[src/rtl/mem_port_arbiter.sv]
// Arbitrates one single-port memory between instruction fetch and load/store.
// One transaction at a time over req/gnt/rvalid; responses are registered back to the owner.
module mem_port_arbiter #(
    parameter int unsigned DATA_WIDTH   = 32,
    parameter int unsigned STARVE_LIMIT = 4
) (
    input  logic                  clk,
    input  logic                  rst,
    input  logic                  if_req_i,
    input  logic [DATA_WIDTH-1:0] if_addr_i,
    input  logic                  if_kill_i,
    output logic                  if_rvalid_o,
    output logic [DATA_WIDTH-1:0] if_rdata_o,
    input  logic                  d_req_i,
    input  logic                  d_we_i,
    input  logic [DATA_WIDTH-1:0] d_addr_i,
    input  logic [DATA_WIDTH-1:0] d_wdata_i,
    input  logic [3:0]            d_be_i,
    output logic                  d_done_o,
    output logic [DATA_WIDTH-1:0] d_rdata_o,
    output logic                  mem_req_o,
    output logic                  mem_we_o,
    output logic [DATA_WIDTH-1:0] mem_addr_o,
    output logic [DATA_WIDTH-1:0] mem_wdata_o,
    output logic [3:0]            mem_be_o,
    input  logic                  mem_gnt_i,
    input  logic                  mem_rvalid_i,
    input  logic [DATA_WIDTH-1:0] mem_rdata_i,
    output logic                  stall_f_o,
    output logic                  stall_m_o
);

    localparam int unsigned CNT_W = (STARVE_LIMIT > 0) ? $clog2(STARVE_LIMIT + 1) : 1;
    localparam logic [CNT_W-1:0] CNT_MAX = CNT_W'(STARVE_LIMIT);

    typedef enum logic [1:0] {
        IDLE,
        BUSY_IF,
        BUSY_D
    } state_t;

    state_t           state;
    state_t           state_nxt;
    logic [CNT_W-1:0] starve_cnt;
    logic             drop;
    logic             busy_we;
    logic             pick_d;
    logic             grant_d;
    logic             grant_f;
    logic             drop_now;

    always_comb begin
        pick_d      = d_req_i & (~if_req_i | (starve_cnt < CNT_MAX));
        state_nxt   = state;
        mem_req_o   = 1'b0;
        mem_we_o    = 1'b0;
        mem_addr_o  = '0;
        mem_wdata_o = '0;
        mem_be_o    = '0;
        grant_d     = 1'b0;
        grant_f     = 1'b0;
        case (state)
            IDLE: begin
                mem_req_o = ~rst & (if_req_i | d_req_i);
                if (pick_d) begin
                    mem_we_o    = d_we_i;
                    mem_addr_o  = d_addr_i;
                    mem_wdata_o = d_wdata_i;
                    mem_be_o    = d_be_i;
                end else begin
                    mem_addr_o  = if_addr_i;
                    mem_be_o    = 4'hF;
                end
                grant_d = mem_req_o & mem_gnt_i & pick_d;
                grant_f = mem_req_o & mem_gnt_i & ~pick_d;
                if (grant_d) begin
                    state_nxt = BUSY_D;
                end else if (grant_f) begin
                    state_nxt = BUSY_IF;
                end
            end
            BUSY_IF, BUSY_D: begin
                if (mem_rvalid_i) begin
                    state_nxt = IDLE;
                end
            end
            default: state_nxt = IDLE;
        endcase
    end

    // A kill arriving on the response cycle itself still discards that response.
    assign drop_now = drop | if_kill_i;

    always_ff @(posedge clk) begin
        if (rst) begin
            state <= IDLE;
        end else begin
            state <= state_nxt;
        end
    end

    always_ff @(posedge clk) begin
        if (rst) begin
            starve_cnt  <= '0;
            drop        <= 1'b0;
            busy_we     <= 1'b0;
            if_rvalid_o <= 1'b0;
            d_done_o    <= 1'b0;
            if_rdata_o  <= '0;
            d_rdata_o   <= '0;
        end else begin
            if_rvalid_o <= 1'b0;
            d_done_o    <= 1'b0;

            if (!if_req_i || grant_f) begin
                starve_cnt <= '0;
            end else if (grant_d && starve_cnt != CNT_MAX) begin
                starve_cnt <= starve_cnt + CNT_W'(1);
            end

            if (grant_d) begin
                busy_we <= d_we_i;
            end
            if (grant_f && if_kill_i) begin
                drop <= 1'b1;
            end

            if (state == BUSY_IF) begin
                if (mem_rvalid_i) begin
                    drop <= 1'b0;
                    if (!drop_now) begin
                        if_rvalid_o <= 1'b1;
                        if_rdata_o  <= mem_rdata_i;
                    end
                end else if (if_kill_i) begin
                    drop <= 1'b1;
                end
            end

            if (state == BUSY_D && mem_rvalid_i) begin
                d_done_o <= 1'b1;
                if (!busy_we) begin
                    d_rdata_o <= mem_rdata_i;
                end
            end
        end
    end

    assign stall_f_o = if_req_i & ~if_rvalid_o;
    assign stall_m_o = d_req_i & ~d_done_o;

endmodule

[config.mk]
export PLATFORM = sky130hd
export DESIGN_NAME = mem_port_arbiter
export DESIGN_NICKNAME = d
export VERILOG_FILES = /design/src/rtl/mem_port_arbiter.sv
export SDC_FILE = /design/constraint.sdc
export NUM_CORES = 1
export LEC_CHECK = 0
export ABC_AREA = 0
export ABC_CLOCK_PERIOD_IN_PS = 3700
export CORE_MARGIN = 10
export CORE_UTILIZATION = 25
export CTS_CLUSTER_SIZE = 25
export DETAILED_ROUTE_END_ITERATION = 6
export PLACE_DENSITY = 0.7
export SLEW_MARGIN = 40
export SYNTH_ARGS = -nofsm -noshare
export SYNTH_HDL_FRONTEND = slang
export SYNTH_SLANG_ARGS = --single-unit
[constraint.sdc]
create_clock -name clk -period 3.7 [get_ports clk]
set_input_delay 0.37 -clock clk [delete_from_list [all_inputs] [get_ports clk]]
set_output_delay 0.37 -clock clk [all_outputs]
set_load 0.01 [all_outputs]
# After elaboration in Yosys (flattened, before gate mapping)
# Index checks and enable logic that the tools add are counted.
dict set report op_classes {
  n_bitwise 19
  n_reduce_logical 12
  order_cmp 1
  div_mod_pow 0
  shift 0
  mul 0
  n_eq_ne 5
  add_sub_neg 1
  mux 21
}
# cell n
set ops {}
lappend ops {{2-to-1 mux 32 bit} 4}
lappend ops {{2-to-1 mux 1 bit} 11}
lappend ops {{NOT 1 bit} 9}
lappend ops {{2-to-1 mux 4 bit} 2}
lappend ops {{bitwise AND 1 bit} 7}
lappend ops {{2-to-1 mux 2 bit} 3}
lappend ops {{!= test 3 bit, second input constant} 2}
lappend ops {{case mux 2 bit (2 select lines)} 1}
lappend ops {{AND reduction 2 bit} 2}
lappend ops {{OR reduction 2 bit} 2}
lappend ops {{adder 3 x 1 -> 3 bit, second input constant} 1}
lappend ops {{logical AND 1 bit} 3}
lappend ops {{< comparator 3 bit, second input constant} 1}
lappend ops {{bitwise OR 1 bit} 3}
lappend ops {{AND reduction 3 bit} 1}
lappend ops {{OR reduction 3 bit} 1}
lappend ops {{== test 2 x 1 -> 1 bit, second input constant} 1}
lappend ops {{== test 2 bit, second input constant} 1}
lappend ops {{logical NOT 2 bit} 1}
lappend ops {{!= test 2 bit, second input constant} 1}
lappend ops {{logical NOT 1 bit} 1}
lappend ops {{logical OR 1 bit} 1}
dict set report totals {
  ram_bits 0
  word_cells 67
  input_bits 140
  n_memories 0
  output_inout_bits 138
  register_bits 73
  latchBits 0
  rom_bits 0
}

# Logic depth before layout (Yosys ltp)
dict set report logic_depth {
  depth_word 11
  ltp_mapped 7
  ltp_nobuf 5
}

# Least setup slack after synthesis
# OpenSTA, ideal clock, no wires.
dict set report synth_timing {
  path_type {flip-flop to output port}
  startpoint {reg state[0]}
  endpoint {out mem_addr_o[0]}
  t_required_ns 3.330
  path_stages_with_launch 7
  path_buffers 2
  path_slack_ns 2.074
  arrival_ns 1.256
  path_cell_list {dfxtp_1 > inv_1 > ha_1 > and3_1 > buf_6 > buf_6 > a22o_1}
}
dict set report synth_via {
  elab_chain_len 2
}
# item line_no
set synth_rtl {}
lappend synth_rtl {{start, declared} 42} ;# state_t state;
lappend synth_rtl {{start signal, assigned} 98} ;# state <= state_nxt;
lappend synth_rtl {{logical NOT 2 bit} 62} ;# case (state)
lappend synth_rtl {{2-to-1 mux 32 bit} 62}
lappend synth_rtl {{end, declared} 23} ;# output logic [DATA_WIDTH-1:0] mem_addr_o,
# No other way between the ends.

# Final worst setup path
dict set report layout_timing {
  startpoint {in d_req_i}
  endpoint {out mem_addr_o[21]}
}
dict set report layout_via {
  elab_chain_len 3
}
# item line_no
set layout_rtl {}
lappend layout_rtl {{start, declared} 14} ;# input logic d_req_i,
lappend layout_rtl {{bitwise AND 1 bit} 53} ;# pick_d = d_req_i & (~if_req_i | (starve_cnt < CNT_MAX));
lappend layout_rtl {{2-to-1 mux 32 bit} 65} ;# if (pick_d) begin
lappend layout_rtl {{2-to-1 mux 32 bit} 62}
# No other way between the ends.

==> run summary <==
The run finished with clean final reports. The number of warnings issued by yosys is 0. After the last flow step, the layout net total stands at about 840.

After synthesis, the share of flip-flops with an asynchronous set or reset is 0%. The total number of placement rows came out at 42. The initial core utilization came out at around a quarter.

The number of buffers created by CTS came out at 9. The routed layout has 4050 vias. The launch point of the worst reg-to-reg path is state[1]. The post-layout instance count excluding filler cells is between 800 and 900. The number of distinct library cell variants in the gate-level netlist after synthesis came out at 34.

The number of standard cells after synthesis came out at about 430. In the post-synthesis netlist, the cell with the most instances is sky130_fd_sc_hd__nand2_1. The clock latency on the worst-skew pair came out at approximately 330 ps. The most used flip-flop cell after synthesis is sky130_fd_sc_hd__dfxtp_1.

The number of storage elements in the synthesis netlist came out at 73. By count the netlist is led by 141 x sky130_fd_sc_hd__nand2_1, 73 x sky130_fd_sc_hd__dfxtp_1, 68 x sky130_fd_sc_hd__a21oi_1. The iteration-0 DRC count of the detailed router is between 200 and 250. For this design the top-level I/O count stands at roughly 280. The total length of routed met2 wires is roughly 9200 um. The clock transition at the registers of the reported paths is about 50 ps. The remaining max-slew budget at the tightest pin came out at between 40% and 50%. The worst path uses between 80% and 90% of the clock period. For the final database, setup skew stands at ~6.4 ps. The class of the tightest hold or removal check is reg -> reg.

The sum of negative setup slack is 0 ps. The number of max-capacitance violations reported came out at 0. The average routed wire per standard cell is 20.72 um. After legalization and detailed placement, the total HPWL measured roughly 15000 um. The ratio of routed vias to standard cells came out at ~4.6. The post-placement worst setup slack came out at 666.8 ps.

The post-synthesis average cell area came out at between 7 and 8 um2. The share of synthesized area occupied by flip-flops and latches is 43.20%. The global-route wire length before repair is around 26000 um. The post-placement cell count came out at 858.

The element type at the critical path end is a primary output. In the global route stage, overall resource usage came out at 18.27%. The peak clock frequency supported by timing is around 330 MHz. The global-route congestion overflow total came out at 0. The final setup violation count is 0. The final total power came out at between 2 and 2.5 mW. The hold-fix buffer count after cts is 0. In the final layout, the share of cells above drive strength 1 is between 4 and 5%. The number of inserted diodes is 0.

The first detailed-routing pass took 4 iterations. The wire length after detailed routing came out at between 15000 and 20000 um. Across all setup checks in the final design, the least slack found is about 660 ps. The launching element type of the critical path is an input pin. The fraction of post-synthesis cell area in the top cell type by area is between 40% and 50%.

The combined area of all synthesized cells came out at around 3400 um2. The leakage power total is 2.358 nW. TritonCTS built the clock tree. The H-tree generated during clock tree synthesis spans 3 levels.

The number of endpoints with negative hold slack in the final report came out at 0. The power density over cell area came out at approximately 370 nW/um2. The area inside the core boundary is 13240 um2.

The met3 wirelength from detailed routing is about 1900 um. The post-CTS resize count came out at 0. The remaining number of nets flagged by the antenna check after routing came out at 0. The count of flip-flops with a built-in enable after synthesis is 0. The class of the most critical setup path is in -> out. The detailed router used layers up to and including met5.

Hold is met by approximately 450 ps. The via count of the first global-routing pass came out at around 4.0k. By area the synthesized netlist is led by sky130_fd_sc_hd__dfxtp_1 43%, sky130_fd_sc_hd__nand2_1 16%, sky130_fd_sc_hd__a21oi_1 10%, sky130_fd_sc_hd__a22o_1 8.3%, sky130_fd_sc_hd__and2_1 6.3%. The area added between synthesis and finish is 95.12%. The startpoint identified for the worst hold timing path is d_rdata_o[26].

The peak fanout along the critical path is between 40 and 50. The time the final worst path needs with I/O delays and setup is 3042 ps. The critical path startpoint is d_req_i. The final routed DRC violation total came out at 0. The number of buffers between clock root and the deepest sink is 2. Setup repair after global routing left no endpoint under its margin.

The synthesized design spends more area on one cell type than any other, namely sky130_fd_sc_hd__dfxtp_1. The die boundary height came out at about 140 um. At the pin with the least slew margin, the transition time is 769.0 ps. The overall die area came out at roughly 19000 um2. The total routed wire length on the met1 layer is 6560 um. The floorplan die width came out at 136.3 um. The cell sitting at the root of the clock tree is a sky130_fd_sc_hd__clkbuf_16.

The routability congestion estimate came out at between 1 and 1.5. The number of antenna violations at the first check in global routing came out at 2. The total setup buffers inserted after CTS is 0.

The net count after synthesis came out at slightly below 600. The maximum number of pins on one net before global-route repair is between 40 and 50. The final-report max-slew violation count is 0. The worst supply voltage drop on vdd came out at approximately 0.36 mV. The count of input and output buffers came out at 277.

The number of sinks driven by the clock tree came out at 73. The required arrival time at the worst endpoint came out at around 3300 ps. The arrival time at the worst endpoint came out at roughly 2700 ps.
## power breakdown
| group | switching [mW] | internal [mW] |
|---|---|---|
| registers | 0.0116 | 0.807 |
| logic | 0.271 | 0.376 |
| clock network | 0.317 | 0.673 |
| total | 0.599 | 1.86 |
## critical path: stages
cell                              delay [ps]
sky130_fd_sc_hd__clkdlybuf4s50_1         660
sky130_fd_sc_hd__and3_2                  560
sky130_fd_sc_hd__buf_12                  250
sky130_fd_sc_hd__a22o_1                  150
sky130_fd_sc_hd__clkdlybuf4s50_1         650
## metal layers
| metal | global-route usage [%] | vias up |
|---|---|---|
| met5 | 0 | - |
| met4 | 5.680 | 4 |
| met3 | 8.487 | 19 |
| met2 | 33.07 | 197 |
| met1 | 18.17 | 1861 |
| li1 | - | 1969 |
## cell families after synthesis
logic type | synth area share, %
simple gates | 27.18
compound gates | 21.49
flops | 43.20
buf+inv | 5.954
fa+ha+maj | 1.849
mux | 0.3328
## worst paths after layout
check | end | cells after the start | slack [ps]
worst max-delay path | mem_addr_o[21] | 5 | 660
worst min register to register | d_rdata_o[26] | 2 | 450
worst min-delay path | d_rdata_o[26] | 2 | 450
worst max register to register | if_rdata_o[24] | 5 | 1890
## metrics by stage
| step | util, % | cell area (um2) |
|---|---|---|
| detailed placement | 47.26 | 6259 |
| floorplan | - | 3383 |
| global route | 49.85 | 6601 |
| CTS | 49.85 | 6601 |
| global placement | 47.26 | 6259 |
| finish | 49.85 | 6601 |
## final cells by class
cell class / instances / area, um2
clock buffers: 10 / 239.0
clock inverters: 5 / 103.9
fillers: 1287 / 6641
inverters: 4 / 15.01
multi-input cells: 320 / 1722
flip-flops and latches: 73 / 1461
well taps: 176 / 220.2
repair buffers: 285 / 2840
## placed cells by master, fill, tap and decap left out, drive strengths merged, types with 2 or more instances in the layout
| cell | count |
|---|---|
| clkdlybuf4s50 | 276 |
| inv | 4 |
| buf | 9 |
| dfxtp | 73 |
| and2 | 34 |
| a21oi | 68 |
| clkinv | 2 |
| a22o | 32 |
| clkbuf | 10 |
| nand3b | 4 |
| a211o | 2 |
| nand3 | 2 |
| nor2 | 3 |
| o21ai | 4 |
| nor2b | 7 |
| bufinv | 3 |
| ha | 5 |
| nand2 | 142 |
| o211ai | 2 |
## state kept, by name, summed over array words and instances (netlist names)
register     flops
starve_cnt       3
busy_we          1
if_rvalid_o      1
d_done_o         1
if_rdata_o      32
state            2
d_rdata_o       32
drop             1
Power figures use the tool's default switching activity.
